### src/rtl/sequential_divider_if.sv
// Handshake/data bundle for sequential_divider.
// The master drives the operands and start pulse; the slave (the divider)
// returns busy, the results and the one-cycle enOut strobe.
interface sequential_divider_if #(
  parameter int WIDTH = 32
);
  logic             start;
  logic [WIDTH-1:0] in1;
  logic [WIDTH-1:0] in2;
  logic             busy;
  logic [WIDTH-1:0] quotient;
  logic [WIDTH-1:0] remainder;
  logic             div_by_zero;
  logic             enOut;

  modport master (
    output start, in1, in2,
    input  busy, quotient, remainder, div_by_zero, enOut
  );

  modport slave (
    input  start, in1, in2,
    output busy, quotient, remainder, div_by_zero, enOut
  );
endinterface

### src/rtl/sequential_divider.sv
// Iterative radix-2 restoring divider, one quotient bit per clock.
// IDLE captures operands, RUN performs WIDTH shift/trial-subtract steps,
// FINISH applies signs and loads the registered outputs with a one-cycle enOut.
// Divide by zero skips RUN: quotient all ones, remainder = dividend.
// Build option: define DIV_SIGNED_EN for two's-complement signed division;
// without it operands are treated as unsigned.
module sequential_divider #(
  parameter int WIDTH = 32
) (
  input  logic                 clk,
  input  logic                 reset,
  sequential_divider_if.slave  div_bus
);

  localparam int CW = $clog2(WIDTH + 1);

  typedef enum logic [1:0] {S_IDLE, S_RUN, S_FINISH} state_t;

  state_t           r_state;
  state_t           w_state_next;
  logic             w_accept;
  logic             w_busy;

  logic [CW-1:0]    r_cnt;
  logic [WIDTH-1:0] r_rem;
  logic [WIDTH-1:0] r_quo;
  logic [WIDTH-1:0] r_div;
  logic             r_dbz;

  logic [WIDTH-1:0] r_quotient;
  logic [WIDTH-1:0] r_remainder;
  logic             r_dbz_out;
  logic             r_en_out;

  logic [WIDTH-1:0] w_abs1;
  logic [WIDTH-1:0] w_abs2;
  logic             w_in2_zero;

  logic [WIDTH:0]   w_rem_sh;
  logic [WIDTH:0]   w_diff;
  logic             w_ge;
  logic [WIDTH-1:0] w_rem_next;

`ifdef DIV_SIGNED_EN
  logic             r_sign_q;
  logic             r_sign_r;
  logic             w_sign_q;
  logic             w_sign_r;

  // Magnitudes; the most-negative value maps to the unsigned 2^(WIDTH-1).
  assign w_abs1   = div_bus.in1[WIDTH-1] ? -div_bus.in1 : div_bus.in1;
  assign w_abs2   = div_bus.in2[WIDTH-1] ? -div_bus.in2 : div_bus.in2;
  assign w_sign_q = div_bus.in1[WIDTH-1] ^ div_bus.in2[WIDTH-1];
  assign w_sign_r = div_bus.in1[WIDTH-1];
`else
  assign w_abs1   = div_bus.in1;
  assign w_abs2   = div_bus.in2;
`endif

  assign w_in2_zero = (div_bus.in2 == '0);

  // Trial subtraction on WIDTH+1 bits: a set top bit of the shifted
  // remainder always exceeds the divisor, otherwise the difference sign decides.
  assign w_rem_sh   = {r_rem, r_quo[WIDTH-1]};
  assign w_diff     = w_rem_sh - {1'b0, r_div};
  assign w_ge       = w_rem_sh[WIDTH] | ~w_diff[WIDTH];
  assign w_rem_next = w_ge ? w_diff[WIDTH-1:0] : w_rem_sh[WIDTH-1:0];

  // State register.
  always_ff @(posedge clk or negedge reset) begin
    if (!reset) r_state <= S_IDLE;
    else        r_state <= w_state_next;
  end

  // Next-state decode and busy indication.
  always_comb begin
    w_state_next = r_state;
    w_accept     = 1'b0;
    w_busy       = 1'b0;
    case (r_state)
      S_IDLE: begin
        if (div_bus.start) begin
          w_accept     = 1'b1;
          w_state_next = w_in2_zero ? S_FINISH : S_RUN;
        end
      end
      S_RUN: begin
        w_busy = 1'b1;
        if (r_cnt == CW'(WIDTH - 1)) w_state_next = S_FINISH;
      end
      S_FINISH: begin
        w_busy       = 1'b1;
        w_state_next = S_IDLE;
      end
      default: w_state_next = S_IDLE;
    endcase
  end

  // Operand capture, iteration datapath and registered result load.
  always_ff @(posedge clk or negedge reset) begin
    if (!reset) begin
      r_cnt       <= '0;
      r_rem       <= '0;
      r_quo       <= '0;
      r_div       <= '0;
      r_dbz       <= 1'b0;
      r_quotient  <= '0;
      r_remainder <= '0;
      r_dbz_out   <= 1'b0;
      r_en_out    <= 1'b0;
`ifdef DIV_SIGNED_EN
      r_sign_q    <= 1'b0;
      r_sign_r    <= 1'b0;
`endif
    end else begin
      r_en_out <= 1'b0;
      case (r_state)
        S_IDLE: begin
          if (w_accept) begin
            r_cnt <= '0;
            r_div <= w_abs2;
            r_dbz <= w_in2_zero;
            // Divide by zero preloads the final answer so FINISH needs no special path.
            r_rem <= w_in2_zero ? div_bus.in1 : '0;
            r_quo <= w_in2_zero ? '1 : w_abs1;
`ifdef DIV_SIGNED_EN
            r_sign_q <= w_sign_q & ~w_in2_zero;
            r_sign_r <= w_sign_r & ~w_in2_zero;
`endif
          end
        end
        S_RUN: begin
          r_rem <= w_rem_next;
          r_quo <= {r_quo[WIDTH-2:0], w_ge};
          r_cnt <= r_cnt + 1'b1;
        end
        S_FINISH: begin
`ifdef DIV_SIGNED_EN
          r_quotient  <= r_sign_q ? -r_quo : r_quo;
          r_remainder <= r_sign_r ? -r_rem : r_rem;
`else
          r_quotient  <= r_quo;
          r_remainder <= r_rem;
`endif
          r_dbz_out   <= r_dbz;
          r_en_out    <= 1'b1;
        end
        default: ;
      endcase
    end
  end

  assign div_bus.busy        = w_busy;
  assign div_bus.quotient    = r_quotient;
  assign div_bus.remainder   = r_remainder;
  assign div_bus.div_by_zero = r_dbz_out;
  assign div_bus.enOut       = r_en_out;

endmodule

### src/flat_wrapper.sv
// flat-port wrapper written by rule: the top's interface ports become plain ports
module sequential_divider_flat 
#(
  parameter int WIDTH = 32
)
  (clk, reset, div_bus_start, div_bus_in1, div_bus_in2, div_bus_busy, div_bus_quotient, div_bus_remainder, div_bus_div_by_zero, div_bus_enOut);
  sequential_divider_if #(.WIDTH(WIDTH)) div_bus_i ();
  input  logic clk;
  input  logic reset;
  input wire logic [$bits(div_bus_i.start)-1:0] div_bus_start;
  input wire logic [$bits(div_bus_i.in1)-1:0] div_bus_in1;
  input wire logic [$bits(div_bus_i.in2)-1:0] div_bus_in2;
  output wire logic [$bits(div_bus_i.busy)-1:0] div_bus_busy;
  output wire logic [$bits(div_bus_i.quotient)-1:0] div_bus_quotient;
  output wire logic [$bits(div_bus_i.remainder)-1:0] div_bus_remainder;
  output wire logic [$bits(div_bus_i.div_by_zero)-1:0] div_bus_div_by_zero;
  output wire logic [$bits(div_bus_i.enOut)-1:0] div_bus_enOut;
  assign div_bus_i.start = div_bus_start;
  assign div_bus_i.in1 = div_bus_in1;
  assign div_bus_i.in2 = div_bus_in2;
  assign div_bus_busy = div_bus_i.busy;
  assign div_bus_quotient = div_bus_i.quotient;
  assign div_bus_remainder = div_bus_i.remainder;
  assign div_bus_div_by_zero = div_bus_i.div_by_zero;
  assign div_bus_enOut = div_bus_i.enOut;
  sequential_divider #(.WIDTH(WIDTH)) u_core (.clk(clk), .reset(reset), .div_bus(div_bus_i));
endmodule
### config.mk
export PLATFORM = sky130hd
export DESIGN_NAME = sequential_divider_flat
export DESIGN_NICKNAME = d
export VERILOG_FILES = /design/src/rtl/sequential_divider_if.sv /design/src/rtl/sequential_divider.sv /design/src/flat_wrapper.sv
export SDC_FILE = /design/constraint.sdc
export NUM_CORES = 1
export LEC_CHECK = 0
export ABC_AREA = 1
export CELL_PAD_IN_SITES_DETAIL_PLACEMENT = 0
export CELL_PAD_IN_SITES_GLOBAL_PLACEMENT = 1
export CORE_ASPECT_RATIO = 0.9
export CORE_MARGIN = 2
export CORE_UTILIZATION = 40
export CTS_CLUSTER_SIZE = 40
export DETAILED_ROUTE_END_ITERATION = 16
export PLACE_DENSITY = 0.91
export SYNTH_ARGS = -nofsm -noshare
export SYNTH_HDL_FRONTEND = slang
export SYNTH_SLANG_ARGS = --single-unit
### constraint.sdc
create_clock -name clk -period 2.7 [get_ports clk]
set_input_delay 0.405 -clock clk [delete_from_list [all_inputs] [get_ports clk]]
set_output_delay 0.405 -clock clk [all_outputs]
set_load 0.005 [all_outputs]
==> impl_metrics.ini, run 1 <==
[routing]
wl_um = 30100
viasPerCell = 5.07
drt_iter0_drc = 695
dr.pass1.iters = 5
vias = 9377
avgRoutedWirePerCell_um = 16.3
drtAntennaViolNets = 0
route.detailed.drc = 0

[logic_synthesis]
ys_seq_area_frac = 0.416
yosys_warnings = 0
netlist.area_leader.share = 0.416
synth_top_area_cell = dfrtp_1
ys_ff_latch = 171
syn_inst = 1370
synthTopCellsByArea = dfrtp_1, nand2_1, inv_1
syn-num-nets = 1474
netlist_area_mm2 = 0.0103
synthArstFlopShare = 1.00
synth_edf_count = 0
syn_avg_cell_area_um2 = 7.51
synthFlopType = dfrtp_1
yosys.cell_types.count = 41

[clocking]
clockBufferDepth = 2
cts_tree = yes
cts.sinks = 171
cts_root_buf = clkbuf_16
clock_latency_ns = 0.44
cts_made_buffers = 17
h-tree-depth = 4
path_clk_slew_ns = 0.07

[floorplan]
io_pins = 134
fp.dieW_um = 173
rows = 55
dieArea_mm2 = 0.0270
design.core.area_mm2 = 0.0252
initial_core_util = 0.408
die_h_um = 156

[timing]
fin_crit_sh = 0.933
worst_slew_pin_slew_ns = 0.607
maxSlewViolCount = 0
max_freq_mhz = 397
fin_setup_tns_ns = 0
relSlewSlack = 0.595
hold_viol_final = 0
hold_ws_ns = 0.482
rsz0062_at_grt = false
setup_viol = 0
fin_crit_ns = 2.52
fin_skew_ns = 0.00827

[power_and_ir_drop]
netSwitchingFraction = 0.473
p_seq_frac = 0.261
internal_power_mw = 9.79
p_per_area_mw_per_mm2 = 1460
p_leak_nw = 6.37
p_comb_frac = 0.601
p_sw_mw = 8.80
power_mw = 18.6
ir_drop_mv = 0.743
power_frac_clock = 0.138

[placed_design]
io_buffers = 133
routabilityCongestion = 0.896
dp_hpwl_um = 22700

[global_routing]
grt_start_max_net_pins = 98
antenna_found_initial = 0
track_usage = 0.228
grt_pass1_vias = 9188
overflow = 0
grt_pass1_wl_um = 48800

[worst_hold_path]
min_path_type = reg2reg

[finish]
final_cell_mix = nand2_1, inv_1, dfrtp_1
fin_nets = 1597
area_delta_synth_final_pct = 23.9
final_common_cell = nand2_1
drive_gt1_frac = 0.109
antenna_cells = 0

[setup_path]
slowest_stage = fa_1
crit_chain = inv_1 -> ha_1 -> fa_1 -> inv_1 -> nand2_1 -> nand2_1 -> nand3_1 -> nand2_2 -> nand2_2 -> nand2_4 -> nand3_4 -> buf_4 -> buf_6 -> nand4_1 -> nand2_1 -> nor2_1 -> nor2_1
worst-path-max-fanout = 22
critPathLaunchType = register
worst_path_most_repeated_cell = nand2_1
end_kind = register
critPathKind = reg2reg
arrival_ns = 2.84
cp_slowest_stage_delay_ns = 0.40
required_ns = 3.02

[flow_run]
cap_viol_max_count = 0

[run_status]
status = complete, no violations
power groups by stage:
stage	Clock, mW	Combinational, mW	Sequential [mW]
final	2.56	11.2	4.86
after global routing	2.71	12.7	5.00
after CTS	2.60	11.1	4.85
after detailed placement	0	11.0	4.89
after global placement	0	10.8	4.85
after floorplan	0	7.57	4.54
routing by layer:
metal	share of wire	wire, um	global-route usage	up-vias
met5	0	0	0	-
met4	0.028	844	0.0807	0
met3	0.053	1610	0.0397	51
met2	0.46	13700	0.364	288
met1	0.46	14000	0.314	4422
li1	-	-	-	4616
worst paths after layout:
| kind | startpoint | end | slack (ns) | cells past startpoint |
|---|---|---|---|---|
| max | u_core.r_quo[31] | u_core.r_rem[20] | 0.18 | 17 |
| min | u_core.r_cnt[5] | u_core.r_cnt[5] | 0.48 | 1 |
| max reg2reg | u_core.r_quo[31] | u_core.r_rem[20] | 0.18 | 17 |
| min reg2reg | u_core.r_cnt[5] | u_core.r_cnt[5] | 0.48 | 1 |
| max in group asynchronous | reset | u_core.r_rem[11] | 1.50 | 3 |
| min in group asynchronous | reset | u_core.r_div[22] | 0.49 | 2 |
repair_timing:
action                                  4_1_cts  5_1_grt
setup buffers                                 0        5
endpoints found under the setup margin        0       13
resized for setup                             0        4
endpoints found under the hold margin        43        0
hold buffers                                  1        0
final cells by class:
| cell class | count | area [um2] |
|---|---|---|
| Fill cell | 2453 | 12400 |
| Multi-Input combinational cell | 928 | 4970 |
| Sequential cell | 171 | 4280 |
| Timing Repair Buffer | 162 | 1640 |
| Inverter | 213 | 800 |
| Tap cell | 342 | 428 |
| Clock buffer | 17 | 425 |
| Clock inverter | 15 | 200 |
stage by stage:
stage          area, um2  setup WS [ns]  std cells  utilization
2_1_floorplan      10300          0.502       1370            -
3_3_place_gp       12100         0.0669       1810        0.479
3_5_place_dp       12100         0.0824       1810        0.479
4_1_cts            12700         0.0561       1843        0.504
5_1_grt            12700      0.0000768       1848        0.506
6_report           12700          0.180       1848        0.506
kinds of logic after synthesis:
| family | after synthesis | share of synthesized area |
|---|---|---|
| flip-flops | 171 | 0.416 |
| XOR/XNOR | 16 | 0.0136 |
| adder cells (fa/ha/maj) | 37 | 0.0457 |
| AO/OA/AOI/OAI | 186 | 0.0984 |
| multiplexers | 58 | 0.0635 |
| AND/OR/NAND/NOR | 631 | 0.260 |
| buffers and inverters | 271 | 0.103 |
flip-flops by register name, summed over array words and instances, names as in the netlist:
| name | count |
|---|---|
| u_core.r_dbz | 1 |
| u_core.div_bus.div_by_zero | 1 |
| u_core.r_quo | 32 |
| u_core.r_div | 32 |
| u_core.r_rem | 32 |
| u_core.div_bus.remainder | 32 |
| u_core.r_state | 2 |
| u_core.div_bus.quotient | 32 |
| u_core.div_bus.enOut | 1 |
| u_core.r_cnt | 6 |
worst max-delay path, delay by kind of cell, from the launching register on:
| family | cells | cell delay [ns] |
|---|---|---|
| simple gates | 11 | 0.94 |
| fa+ha+maj | 2 | 0.61 |
| buf+inv | 4 | 0.50 |
| flops | 1 | 0.35 |
cells in the mapped netlist (5+ instances only):
cell and number:
a21oi_1 70, a31oi_1 30, buf_1 9, buf_2 6
clkbuf_1 37, dfrtp_1 171, ha_1 36, inv_1 208
inv_2 5, mux2_2 58, nand2_1 350, nand2_2 5
nand3_1 49, nand4_1 39, nor2_1 149, nor3_1 7
o21ai_0 72, or2_2 19, xor2_1 13
Note: power is estimated with default switching activity, not from simulation.
==> inputs of run 2 (changes only) <==
--- a/config.mk
+++ b/config.mk
@@ -14,6 +14,7 @@
 export CTS_CLUSTER_SIZE = 40
 export DETAILED_ROUTE_END_ITERATION = 16
 export PLACE_DENSITY = 0.91
+export RECOVER_POWER = 100
 export SYNTH_ARGS = -nofsm -noshare
 export SYNTH_HDL_FRONTEND = slang
 export SYNTH_SLANG_ARGS = --single-unit
==> run 2 against run 1 <==
Net effect:
- total power shrank 1.4%
- highest routed layer unchanged
- register-to-register slack about the same
- sequential cell count stayed put
- fmax is 0.35% lower
- largest power group unchanged
- cell count unchanged
- sequential power about the same
- largest cell class unchanged
- wire length about the same
- sequential share of layout area grew 0.13 points
- first-iteration DRC count increased by 27%
- clock-buffer cell count unchanged
- critical path depth is 1 lower
- setup slack worse by 0.0090 ns
==> impl_metrics.ini, run 2 (synthesis results as in run 1) <==
[global_routing]
track_usage = 0.228
grt_use_met1 = 0.314
met2_usage = 0.364
globalRouteMet3Util = 0.0397
grt_pass1_vias = 9188
antenna_found_initial = 0
busiest_layer = met2
overflow = 0
grt_start_max_net_pins = 98
grt_pass1_wl_um = 48800

[setup_path]
crit_family = simple AND/OR/NAND/NOR gates
critPathLaunchType = register
reg2reg_to = u_core.r_rem[20]
worst_path_most_repeated_cell = nand2_1
critPathKind = reg2reg
ff2ff_setup_slack_ns = 0.17
critPathBufInv = 3
arrival_ns = 2.85
slowest_stage = dfrtp_1
r2r_start = u_core.r_div[0]
r2r_cells = 16
worst-path-max-fanout = 22
required_ns = 3.02
end_kind = register
crit_chain = ha_1 -> fa_1 -> inv_1 -> nand2_1 -> nand2_1 -> nand3_1 -> nand2_2 -> nand2_2 -> nand2_4 -> nand3_4 -> buf_4 -> buf_6 -> nand4_1 -> nand2_1 -> nor2_1 -> nor2_1
cp_slowest_stage_delay_ns = 0.41

[worst_hold_path]
hold_end = u_core.r_cnt[5]
min_path_type = reg2reg
hold_depth = 1
worstHoldStart = u_core.r_cnt[5]

[timing]
maxSlewViolCount = 0
relSlewSlack = 0.115
fin_crit_ns = 2.53
max_freq_mhz = 395
worst_slew_pin_slew_ns = 1.33
hold_viol_final = 0
setup_viol = 0
fin_crit_sh = 0.937
setup_slack_ns = 0.171
fin_skew_ns = 0.00927

[clocking]
cts_root_buf = clkbuf_16
h-tree-depth = 4
clock_latency_ns = 0.44
clockBufferDepth = 2
cts.sinks = 171
path_clk_slew_ns = 0.07
cts_made_buffers = 17
cts_tree = yes

[floorplan]
die_h_um = 156
dieArea_mm2 = 0.0270
design.core.area_mm2 = 0.0252
fp.dieW_um = 173
io_pins = 134
initial_core_util = 0.408
rows = 55

[finish]
drive_gt1_frac = 0.106
area_delta_synth_final_pct = 23.4
fin_nets = 1597
antenna_cells = 0
fillers = 2465
final_cell_mix = nand2_1, inv_1, dfrtp_1
final_common_cell = nand2_1
final_core_util = 0.504

[routing]
vias = 9361
wl_um = 30100
drt_iter0_drc = 881
dr.pass1.iters = 6
route.detailed.drc = 0
avgRoutedWirePerCell_um = 16.3
viasPerCell = 5.07
drtAntennaViolNets = 0

[placed_design]
pre_cts_ws_ns = 0.0824
dp_hpwl_um = 22700
io_buffers = 133
routabilityCongestion = 0.896

[run_status]
status = complete, no violations

[power_and_ir_drop]
p_leak_nw = 6.41
p_per_area_mw_per_mm2 = 1440
ir_drop_mv = 0.728

[flow_run]
cap_viol_max_count = 0
-- run 2: cell count changes in the layout (fill, tap and decap cells not counted), sizes merged --
cell / delta
clkdlybuf4s50: -67
dlygate4sd3: +67
buf: -7
clkbuf: +7
-- run 2: power by group --
part           switching, mW  internal, mW
logic                   6.54          4.39
registers              0.995          3.84
clock network           1.21          1.35
-- run 2: timing repair --
action,CTS,global route
hold buffers,1,0
resized for setup,0,4
setup buffers,0,5
setup endpoints to repair,0,13
endpoints found under the hold margin,43,0
-- run 2: worst max-delay path by stage --
stage	slack, ns	startpoint	endpoint	cells after the start
after floorplan	0.50	u_core.r_div[0]	u_core.r_rem[16]	16
after global placement	0.07	u_core.r_div[0]	u_core.r_rem[22]	16
after detailed placement	0.08	u_core.r_div[0]	u_core.r_rem[22]	16
after CTS	0.06	u_core.r_div[0]	u_core.r_rem[22]	16
after global routing	-0.004	u_core.r_div[0]	u_core.r_rem[14]	17
final	0.17	u_core.r_div[0]	u_core.r_rem[20]	16
-- run 2: per-layer routing --
layer / share of wire / vias up
li1: - / 4625
met1: 0.46 / 4379
met2: 0.46 / 307
met3: 0.059 / 50
met4: 0.029 / 0
met5: 0 / -
-- run 2: per-stage QoR --
step	setup TNS (ns)	instances	area (um2)	total power, mW	hold WS, ns
after detailed placement	0	1810	12100	15.8	0.391
after global placement	0	1810	12100	15.7	0.387
after floorplan	0	1370	10300	12.1	0.109
after CTS	0	1843	12700	18.5	0.481
after global routing	-0.00829	1848	12700	20.1	0.506
final	0	1848	12700	18.3	0.484
-- run 2: layout make-up --
class,count,area [um2],area share
Multi-Input combinational cell,928,4960,0.391
Clock inverter,15,200,0.0158
Tap cell,342,428,0.0337
Inverter,213,800,0.0630
Sequential cell,171,4280,0.337
Clock buffer,17,425,0.0335
Timing Repair Buffer,162,1600,0.126
